$ cat config.mk
export PLATFORM = sky130hd
export DESIGN_NAME = i2s_tx_master
export DESIGN_NICKNAME = d
export VERILOG_FILES = /design/src/rtl/i2s_tx_master.sv
export SDC_FILE = /design/constraint.sdc
export NUM_CORES = 1
export LEC_CHECK = 0
export CAP_MARGIN = 25
export CORE_AREA = 2 2 108 110
export CTS_CLUSTER_SIZE = 25
export DETAILED_ROUTE_END_ITERATION = 16
export DIE_AREA = 0 0 110 112
export PLACE_DENSITY = 0.66
export SETUP_SLACK_MARGIN = 0.05
export SYNTH_ARGS = -nofsm -noshare
export SYNTH_HDL_FRONTEND = slang
export SYNTH_SLANG_ARGS = --single-unit
$ cat constraint.sdc
create_clock -name MCLK -period 3.5 [get_ports MCLK]
set_input_delay 0.525 -clock MCLK [delete_from_list [all_inputs] [get_ports MCLK]]
set_output_delay 0.525 -clock MCLK [all_outputs]
set_load 0.03 [all_outputs]
$ cat src/rtl/i2s_tx_master.sv
// I2S master transmitter: 64 BCK per frame, 32-bit slots, MSB one BCK after the LRCK edge.
// One-deep holding register in front of the frame register; the frame register is reloaded at every frame start.
module i2s_tx_master #(
  parameter int MCLK_DIV  = 2,
  parameter int DATA_BITS = 24,
  parameter int SLOT_BITS = 32
) (
  input  logic                 MCLK,
  input  logic                 RST,
  input  logic                 ENABLE,
  input  logic [DATA_BITS-1:0] S_LEFT,
  input  logic [DATA_BITS-1:0] S_RIGHT,
  input  logic                 S_VALID,
  output logic                 S_READY,
  output logic                 BCK,
  output logic                 LRCK,
  output logic                 DATA,
  output logic                 UNDERRUN,
  output logic                 ACTIVE
);

  typedef enum logic [1:0] {
    ST_IDLE  = 2'd0,
    ST_RUN   = 2'd1,
    ST_DRAIN = 2'd2
  } state_t;

  localparam logic [3:0] HC_LAST  = 4'(MCLK_DIV - 1);
  localparam logic [5:0] BIT_LAST = 6'(2 * SLOT_BITS - 1);
  localparam logic [5:0] LR_FIRST = 6'(SLOT_BITS - 1);
  localparam logic [5:0] LR_LAST  = 6'(2 * SLOT_BITS - 2);

  state_t               state_r, state_s;
  logic [3:0]           hc_r, hc_s;
  logic [5:0]           bit_r, bit_s, bit_inc_s;
  logic [4:0]           pos_s, shamt_s;
  logic                 bck_r, bck_s, lrck_r, lrck_s, data_r, data_s;
  logic                 full_r, full_s, underrun_r, underrun_s;
  logic                 ready_r, active_r, accept_s, load_s;
  logic [DATA_BITS-1:0] hold_left_r, hold_left_s, hold_right_r, hold_right_s;
  logic [DATA_BITS-1:0] frame_left_r, frame_left_s, frame_right_r, frame_right_s;
  logic [DATA_BITS-1:0] word_s, shifted_s;

  // Next-state, serializer and holding/frame register logic.
  always_comb begin
    state_s       = state_r;
    hc_s          = hc_r;
    bit_s         = bit_r;
    bck_s         = bck_r;
    lrck_s        = lrck_r;
    data_s        = data_r;
    full_s        = full_r;
    underrun_s    = underrun_r;
    hold_left_s   = hold_left_r;
    hold_right_s  = hold_right_r;
    frame_left_s  = frame_left_r;
    frame_right_s = frame_right_r;
    load_s        = 1'b0;
    accept_s      = S_VALID && ready_r;

    // Bit mapping for the index that becomes current after a falling edge.
    bit_inc_s = bit_r + 6'd1;
    pos_s     = bit_inc_s[4:0];
    word_s    = bit_inc_s[5] ? frame_right_r : frame_left_r;
    shamt_s   = 5'(DATA_BITS) - pos_s;
    shifted_s = word_s >> shamt_s;

    case (state_r)
      ST_IDLE: begin
        hc_s   = 4'd0;
        bit_s  = 6'd0;
        bck_s  = 1'b0;
        lrck_s = 1'b0;
        data_s = 1'b0;
        if (ENABLE) begin
          state_s = ST_RUN;
          load_s  = 1'b1;
        end else begin
          state_s = ST_IDLE;
        end
      end
      ST_RUN: begin
        if (hc_r == HC_LAST) begin
          hc_s  = 4'd0;
          bck_s = !bck_r;
          if (bck_r) begin
            if (bit_r == BIT_LAST) begin
              bit_s  = 6'd0;
              lrck_s = 1'b0;
              data_s = 1'b0;
              if (ENABLE) begin
                load_s = 1'b1;
              end else begin
                state_s = ST_DRAIN;
              end
            end else begin
              bit_s  = bit_inc_s;
              lrck_s = (bit_inc_s >= LR_FIRST) && (bit_inc_s <= LR_LAST);
              if ((pos_s >= 5'd1) && (pos_s <= 5'(DATA_BITS))) begin
                data_s = shifted_s[0];
              end else begin
                data_s = 1'b0;
              end
            end
          end else begin
            bit_s = bit_r;
          end
        end else begin
          hc_s = hc_r + 4'd1;
        end
      end
      ST_DRAIN: begin
        hc_s    = 4'd0;
        bit_s   = 6'd0;
        bck_s   = 1'b0;
        lrck_s  = 1'b0;
        data_s  = 1'b0;
        state_s = ST_IDLE;
      end
      default: begin
        hc_s    = 4'd0;
        bit_s   = 6'd0;
        bck_s   = 1'b0;
        lrck_s  = 1'b0;
        data_s  = 1'b0;
        state_s = ST_IDLE;
      end
    endcase

    // Load happens before accept so an accept into an empty holding register survives a same-cycle load.
    if (load_s) begin
      if (full_r) begin
        frame_left_s  = hold_left_r;
        frame_right_s = hold_right_r;
        full_s        = 1'b0;
      end else begin
        frame_left_s  = '0;
        frame_right_s = '0;
        underrun_s    = 1'b1;
      end
    end else begin
      frame_left_s  = frame_left_r;
      frame_right_s = frame_right_r;
    end

    if (accept_s) begin
      hold_left_s  = S_LEFT;
      hold_right_s = S_RIGHT;
      full_s       = 1'b1;
    end else begin
      hold_left_s  = hold_left_r;
      hold_right_s = hold_right_r;
    end
  end

  // State and output registers with synchronous reset.
  always_ff @(posedge MCLK) begin
    if (RST) begin
      state_r       <= ST_IDLE;
      hc_r          <= 4'd0;
      bit_r         <= 6'd0;
      bck_r         <= 1'b0;
      lrck_r        <= 1'b0;
      data_r        <= 1'b0;
      full_r        <= 1'b0;
      underrun_r    <= 1'b0;
      ready_r       <= 1'b0;
      active_r      <= 1'b0;
      hold_left_r   <= '0;
      hold_right_r  <= '0;
      frame_left_r  <= '0;
      frame_right_r <= '0;
    end else begin
      state_r       <= state_s;
      hc_r          <= hc_s;
      bit_r         <= bit_s;
      bck_r         <= bck_s;
      lrck_r        <= lrck_s;
      data_r        <= data_s;
      full_r        <= full_s;
      underrun_r    <= underrun_s;
      ready_r       <= !full_s;
      active_r      <= (state_s != ST_IDLE);
      hold_left_r   <= hold_left_s;
      hold_right_r  <= hold_right_s;
      frame_left_r  <= frame_left_s;
      frame_right_r <= frame_right_s;
    end
  end

  assign S_READY  = ready_r;
  assign BCK      = bck_r;
  assign LRCK     = lrck_r;
  assign DATA     = data_r;
  assign UNDERRUN = underrun_r;
  assign ACTIVE   = active_r;

endmodule
==> results of run 1 <==
[cell usage after synthesis (3+ instances only)]
cell type,number
inv_1,6
xnor2_1,4
buf_1,3
nor3_1,10
xor2_1,5
nand2b_1,5
mux2i_1,7
dfxtp_1,115
a2111oi_0,4
nand2_1,155
ha_1,6
nor2_1,23
nand3_1,55
a211oi_1,6
clkbuf_1,37
and2_1,5
nor4_1,5
o21ai_0,6
buf_2,7
a21oi_1,105
o211ai_1,5
buf_6,4
[cell families after synthesis]
family | Yosys count | synth area share (%)
and+or+nand+nor | 275 | 24.65
AOI/OAI and AO/OA | 148 | 17.41
DFF | 115 | 46.56
buffers and inverters | 57 | 5.111
muxes | 12 | 3.163
xor gates and xnor gates | 9 | 1.594
adders and majority gates | 6 | 1.518
[worst max-delay path: cells and delay by family (launching register included)]
family,cells,cell delay [ns]
simple gates,3,0.83
flops,1,0.66
compound gates,3,0.65
mux,1,0.33
[final timing paths]
check / startpoint / cells past startpoint / end / slack (ns)
setup / recovery: bit_r[2] / 7 / DATA / 0.91
hold / removal: frame_left_r[6] / 2 / frame_left_r[6] / 0.45
setup reg to reg: bit_r[2] / 7 / DATA / 0.91
hold reg to reg: frame_left_r[6] / 2 / frame_left_r[6] / 0.45
[layout make-up]
type | count | area, um^2
Fill cell | 1057 | 5082
Multi-Input combinational cell | 450 | 2397
Sequential cell | 115 | 2302
Timing Repair Buffer | 67 | 653.1
Clock buffer | 25 | 485.5
Tap cell | 143 | 178.9
Clock inverter | 5 | 52.55
Inverter | 6 | 22.52
[routing by layer]
metal	share of wire [%]	vias to the layer above	wire, um	GRT usage [%]
li1	-	2198	-	-
met5	0	-	0	0
met4	2.4	0	296	10.97
met1	47	2033	5644	26.53
met3	2.9	19	348	5.152
met2	48	68	5796	33.87
[state kept, by name (all words and copies together), names as in the netlist, 2 cells and up]
name	count
hc_r	4
frame_left_r	24
hold_right_r	24
state_r	2
bit_r	6
hold_left_r	24
frame_right_r	24
[power breakdown]
part           internal, mW  leakage [nW]  total, mW  switching, mW
clock network          1.02         0.263       1.57          0.553
logic                0.0910         0.855      0.203          0.112
registers              1.35         0.933       1.37         0.0245
[stage by stage]
| step | std cells | worst slack [ns] | cell area, um^2 | hold WS [ns] | total power, mW |
|---|---|---|---|---|---|
| finish | 811 | 0.9135 | 6092 | 0.4517 | 3.145 |
| global route | 811 | 0.7444 | 6092 | 0.4712 | 3.266 |
| CTS | 811 | 0.9046 | 6092 | 0.4533 | 3.182 |
| detailed placement | 781 | 0.9454 | 5554 | 0.4457 | 1.603 |
| global placement | 781 | 0.8435 | 5554 | 0.4387 | 1.599 |
| floorplan | 622 | 0.8354 | 4945 | 0.4271 | 1.507 |
==> impl_metrics.py, run 1 <==
metrics = {
    "floorplanning": {
        "start_util_pct": 44.25,
        "die_h_um": 112,
        "io_pins": 58,
        "core-area_mm2": 0.01117,
        "die_area_mm2": 0.01232,
        "rows": 39,
        "chipWidth_um": 110,
    },
    "routing": {
        "routedWlPerCell_um": 14.90,
        "drtIter0Drc": 185,
        "wl_um": 12090,
        "vias": 4318,
        "drt-pass1-iter-count": 4,
        "drc": 0,
        "postRouteAntennaNets": 0,
        "vias_per_cell": 5.324,
    },
    "logic_synthesis": {
        "synth_area_mm2": 0.004945,
        "synth_seq_cells": 115,
        "async_flop_share_pct": 0,
        "synth-edff-count": 0,
        "synthDominantCellAreaShare_pct": 46.56,
        "yosys_warnings": 0,
        "yosys.area.top_type": "dfxtp_1",
        "syn_nets": 680,
        "synth-main-ff-cell": "dfxtp_1",
        "yosysSeqAreaShare_pct": 46.56,
        "synth_area_leaders": "dfxtp_1, nand2_1, a21oi_1",
        "synth_cell_type_count": 55,
        "syn_area_per_cell_um2": 7.950,
        "syn_inst": 622,
    },
    "finish": {
        "finish.net_count": 715,
        "final_common_cell": "nand2_1",
        "area_growth_pct": 23.20,
        "utilization_pct": 54.52,
        "drive_above_1_share_pct": 7.934,
        "diodes": 0,
        "mostFrequentLayoutCells": "nand2_1, dfxtp_1, a21oi_1, clkdlybuf4s50_1, nand3_1",
    },
    "min_path": {
        "hold_class": "flop to flop",
    },
    "timing": {
        "fin_skew_ns": 0.008362,
        "fin_crit_sh_pct": 73.90,
        "drv_slew": 0,
        "setup_viol": 0,
        "worstMarginPinSlew_ns": 0.9924,
        "hold_viol_final": 0,
        "tns_ns": 0,
        "fmax_mhz": 386.6,
        "max_slew_margin_pct": 33.84,
        "rsz0062_at_grt": "no",
        "layout_min_cycle_time_ns": 2.587,
    },
    "global_route": {
        "antenna_found_initial": 0,
        "grt_pass1_wl_um": 20200,
        "grt_pass1_vias": 4211,
        "grt_start_max_net_pins": 101,
        "grt_overflow": 0,
        "grt.total_usage_pct": 21.31,
    },
    "clock_network": {
        "numCtsBuffers": 17,
        "htreeDepth": 4,
        "cts.sink_count": 115,
        "clock_latency_ns": 0.41,
        "clock_path_buffers": 2,
        "post_cts_buffers": 0,
        "cts.repair.resized": 0,
        "clk_pin_slew_ns": 0.05,
        "cts_hold_buffers": 0,
        "cts-root-buf": "clkbuf_16",
        "cts_tree": "done",
    },
    "placed_design": {
        "gp_congestion": 0.9433,
        "portBuffers": 57,
        "hpwl_um": 8546,
    },
    "outcome": {
        "status": "finished, final reports clean",
    },
    "power": {
        "powerDensity_mw_per_mm2": 516.2,
        "peakVddDrop_mv": 0.3777,
        "leakagePower_nw": 2.050,
    },
    "setup_path": {
        "worstPathRequired_ns": 3.79,
        "startpoint_type": "flop",
        "critPathKind": "flop to flop",
        "crit_fanout": 15,
        "end_kind": "flop",
        "crit_top_cell": "nor2_4",
        "cpMaxStageDelayCell": "dfxtp_1",
        "critPathArrivalTime_ns": 2.88,
        "slowest_delay_ns": 0.66,
        "worstPathCellList": "nand3_1 > nor2_4 > nor2_4 > mux2_4 > a2111oi_2 > o311a_1 > o31ai_1",
    },
    "job": {
        "drv_cap": 0,
    },
}
(Power assumes the default switching activity.)
==> run 2: changes to the inputs <==
PLACE_DENSITY = 0.68   (was 0.66)
clock period = 2.2 ns   (was 3.5 ns; I/O delays follow)
==> run 2 against run 1 <==
Effect of this change:
- clock power is 72% higher
- non-clock buffer count grew 26
- final area grew 5.1%
- fmax rose by 27%
- clock-buffer cell count is 6 lower
==> impl_metrics.py, run 2 (synthesis gave the netlist of run 1 again) <==
metrics = {
    "finish": {
        "mostFrequentLayoutCells": "nand2_1, dfxtp_1, a21oi_1, clkdlybuf4s50_1, nand3_1",
        "nFillCells": 1064,
        "diodes": 0,
        "area_growth_pct": 29.48,
        "drive_above_1_share_pct": 13.38,
        "final_common_cell": "nand2_1",
        "stdcell_area_mm2": 0.006402,
        "finish.net_count": 741,
    },
    "global_route": {
        "grt_pass1_wl_um": 22150,
        "grt.total_usage_pct": 23.37,
        "grt_overflow": 0,
        "grt_start_max_net_pins": 101,
        "antenna_found_initial": 0,
        "grt_pass1_vias": 4263,
    },
    "setup_path": {
        "cpMaxStageDelayCell": "o31a_1",
        "r2r_end": "DATA",
        "crit_top_cell": "buf_4",
        "crit_fanout": 10,
        "worstPathRequired_ns": 2.53,
        "slowest_delay_ns": 0.31,
        "startpoint_type": "flop",
        "worstPathCellList": "buf_4 > and2_4 > a21oi_4 > buf_4 > o21a_1 > a211oi_1 > o31a_1 > a21o_1 > o31ai_1",
        "critPathArrivalTime_ns": 2.37,
        "r2r-start": "bit_r[1]",
        "rr_worst_depth": 9,
        "rrSetupSlack_ns": 0.16,
        "critPathKind": "flop to flop",
        "end_kind": "flop",
    },
    "min_path": {
        "hold_class": "input port to flop",
        "min_from": "RST",
        "whs_endpoint": "hold_right_r[10]",
        "whs_path_depth": 3,
    },
    "timing": {
        "fin_crit_sh_pct": 92.81,
        "layout_min_cycle_time_ns": 2.042,
        "max_slew_margin_pct": 64.22,
        "fin_skew_ns": 0.006434,
        "holdWs_ns": 0.4341,
        "setup_viol": 0,
        "worstMarginPinSlew_ns": 0.5366,
        "fmax_mhz": 489.8,
        "drv_slew": 0,
        "rsz0062_at_grt": "yes",
        "tns_ns": 0,
        "hold_viol_final": 0,
    },
    "floorplanning": {
        "chipWidth_um": 110,
        "start_util_pct": 44.25,
        "die_area_mm2": 0.01232,
        "core-area_mm2": 0.01117,
        "rows": 39,
        "die_h_um": 112,
        "io_pins": 58,
    },
    "clock_network": {
        "clk_pin_slew_ns": 0.06,
        "numCtsBuffers": 17,
        "cts-root-buf": "clkbuf_16",
        "cts_hold_buffers": 0,
        "cts.sink_count": 115,
        "clock_path_buffers": 2,
        "cts_tree": "done",
        "clock_latency_ns": 0.41,
        "htreeDepth": 4,
    },
    "placed_design": {
        "gp_congestion": 0.9274,
        "portBuffers": 57,
        "hpwl_um": 9419,
        "placed_area_mm2": 0.005758,
    },
    "routing": {
        "vias": 4476,
        "wl_um": 13280,
        "vias_per_cell": 5.341,
        "drc": 0,
        "routedWlPerCell_um": 15.85,
        "drt-pass1-iter-count": 4,
        "drtIter0Drc": 221,
        "postRouteAntennaNets": 0,
    },
    "power": {
        "peakVddDrop_mv": 0.5034,
        "leakagePower_nw": 2.205,
        "finalPower_mw": 5.218,
        "powerDensity_mw_per_mm2": 815.0,
    },
    "outcome": {
        "status": "finished, final reports clean",
    },
    "job": {
        "drv_cap": 0,
    },
}
## run 2: power breakdown
part           total (mW)  internal, mW  leakage (nW)  switching (mW)
logic               0.348         0.154          1.00           0.194
registers            2.17          2.14         0.933          0.0301
clock network        2.70          1.72         0.269           0.984
total                5.22          4.01          2.20            1.21
## run 2: area by class of cell
class,instances,area (um^2),area share (%)
multi-input combinational,450,2439,38.09
sequential,115,2306,36.02
timing repair buffer,93,868.3,13.56
clock buffer,19,452.9,7.074
tap,143,178.9,2.795
clock inverter,12,132.6,2.072
inverter,6,25.02,0.3909
## run 2: worst max-delay path by stage
stage | from | end | slack, ns | depth (start not counted)
finish | bit_r[1] | DATA | 0.16 | 9
global route | bit_r[1] | DATA | 0.01 | 9
CTS | bit_r[0] | DATA | 0.05 | 8
detailed placement | bit_r[0] | DATA | 0.06 | 8
global placement | bit_r[2] | DATA | 0.04 | 8
floorplan | bit_r[0] | DATA | 0.02 | 11
## run 2: worst max-delay path, delay by kind of cell (launching register included)
family          cells  cell delay [ns]
compound gates      6             1.08
buf+inv             2             0.39
flops               1             0.30
simple gates        1             0.18
## run 2: repair_timing
item / in CTS / in global routing
hold endpoints to repair: 0 / 0
endpoints found under the setup margin: 0 / 39
gates resized for setup: 0 / 9
setup buffers: 0 / 3
## run 2: metal layers
metal	wire length (um)	GRT usage (%)	part of all wire, %
met1	6321	30.89	48
met2	6438	37.83	48
met3	342	4.098	2.6
met4	178	8.608	1.3
met5	0	0	0
## run 2: stage by stage
stage	instances	util, %	setup WS [ns]
after global placement	804	51.53	0.03755
after CTS	835	56.77	0.05034
after floorplan	622	-	0.02114
final	838	57.29	0.1583
after detailed placement	804	51.53	0.06015
after global routing	838	57.29	0.01270
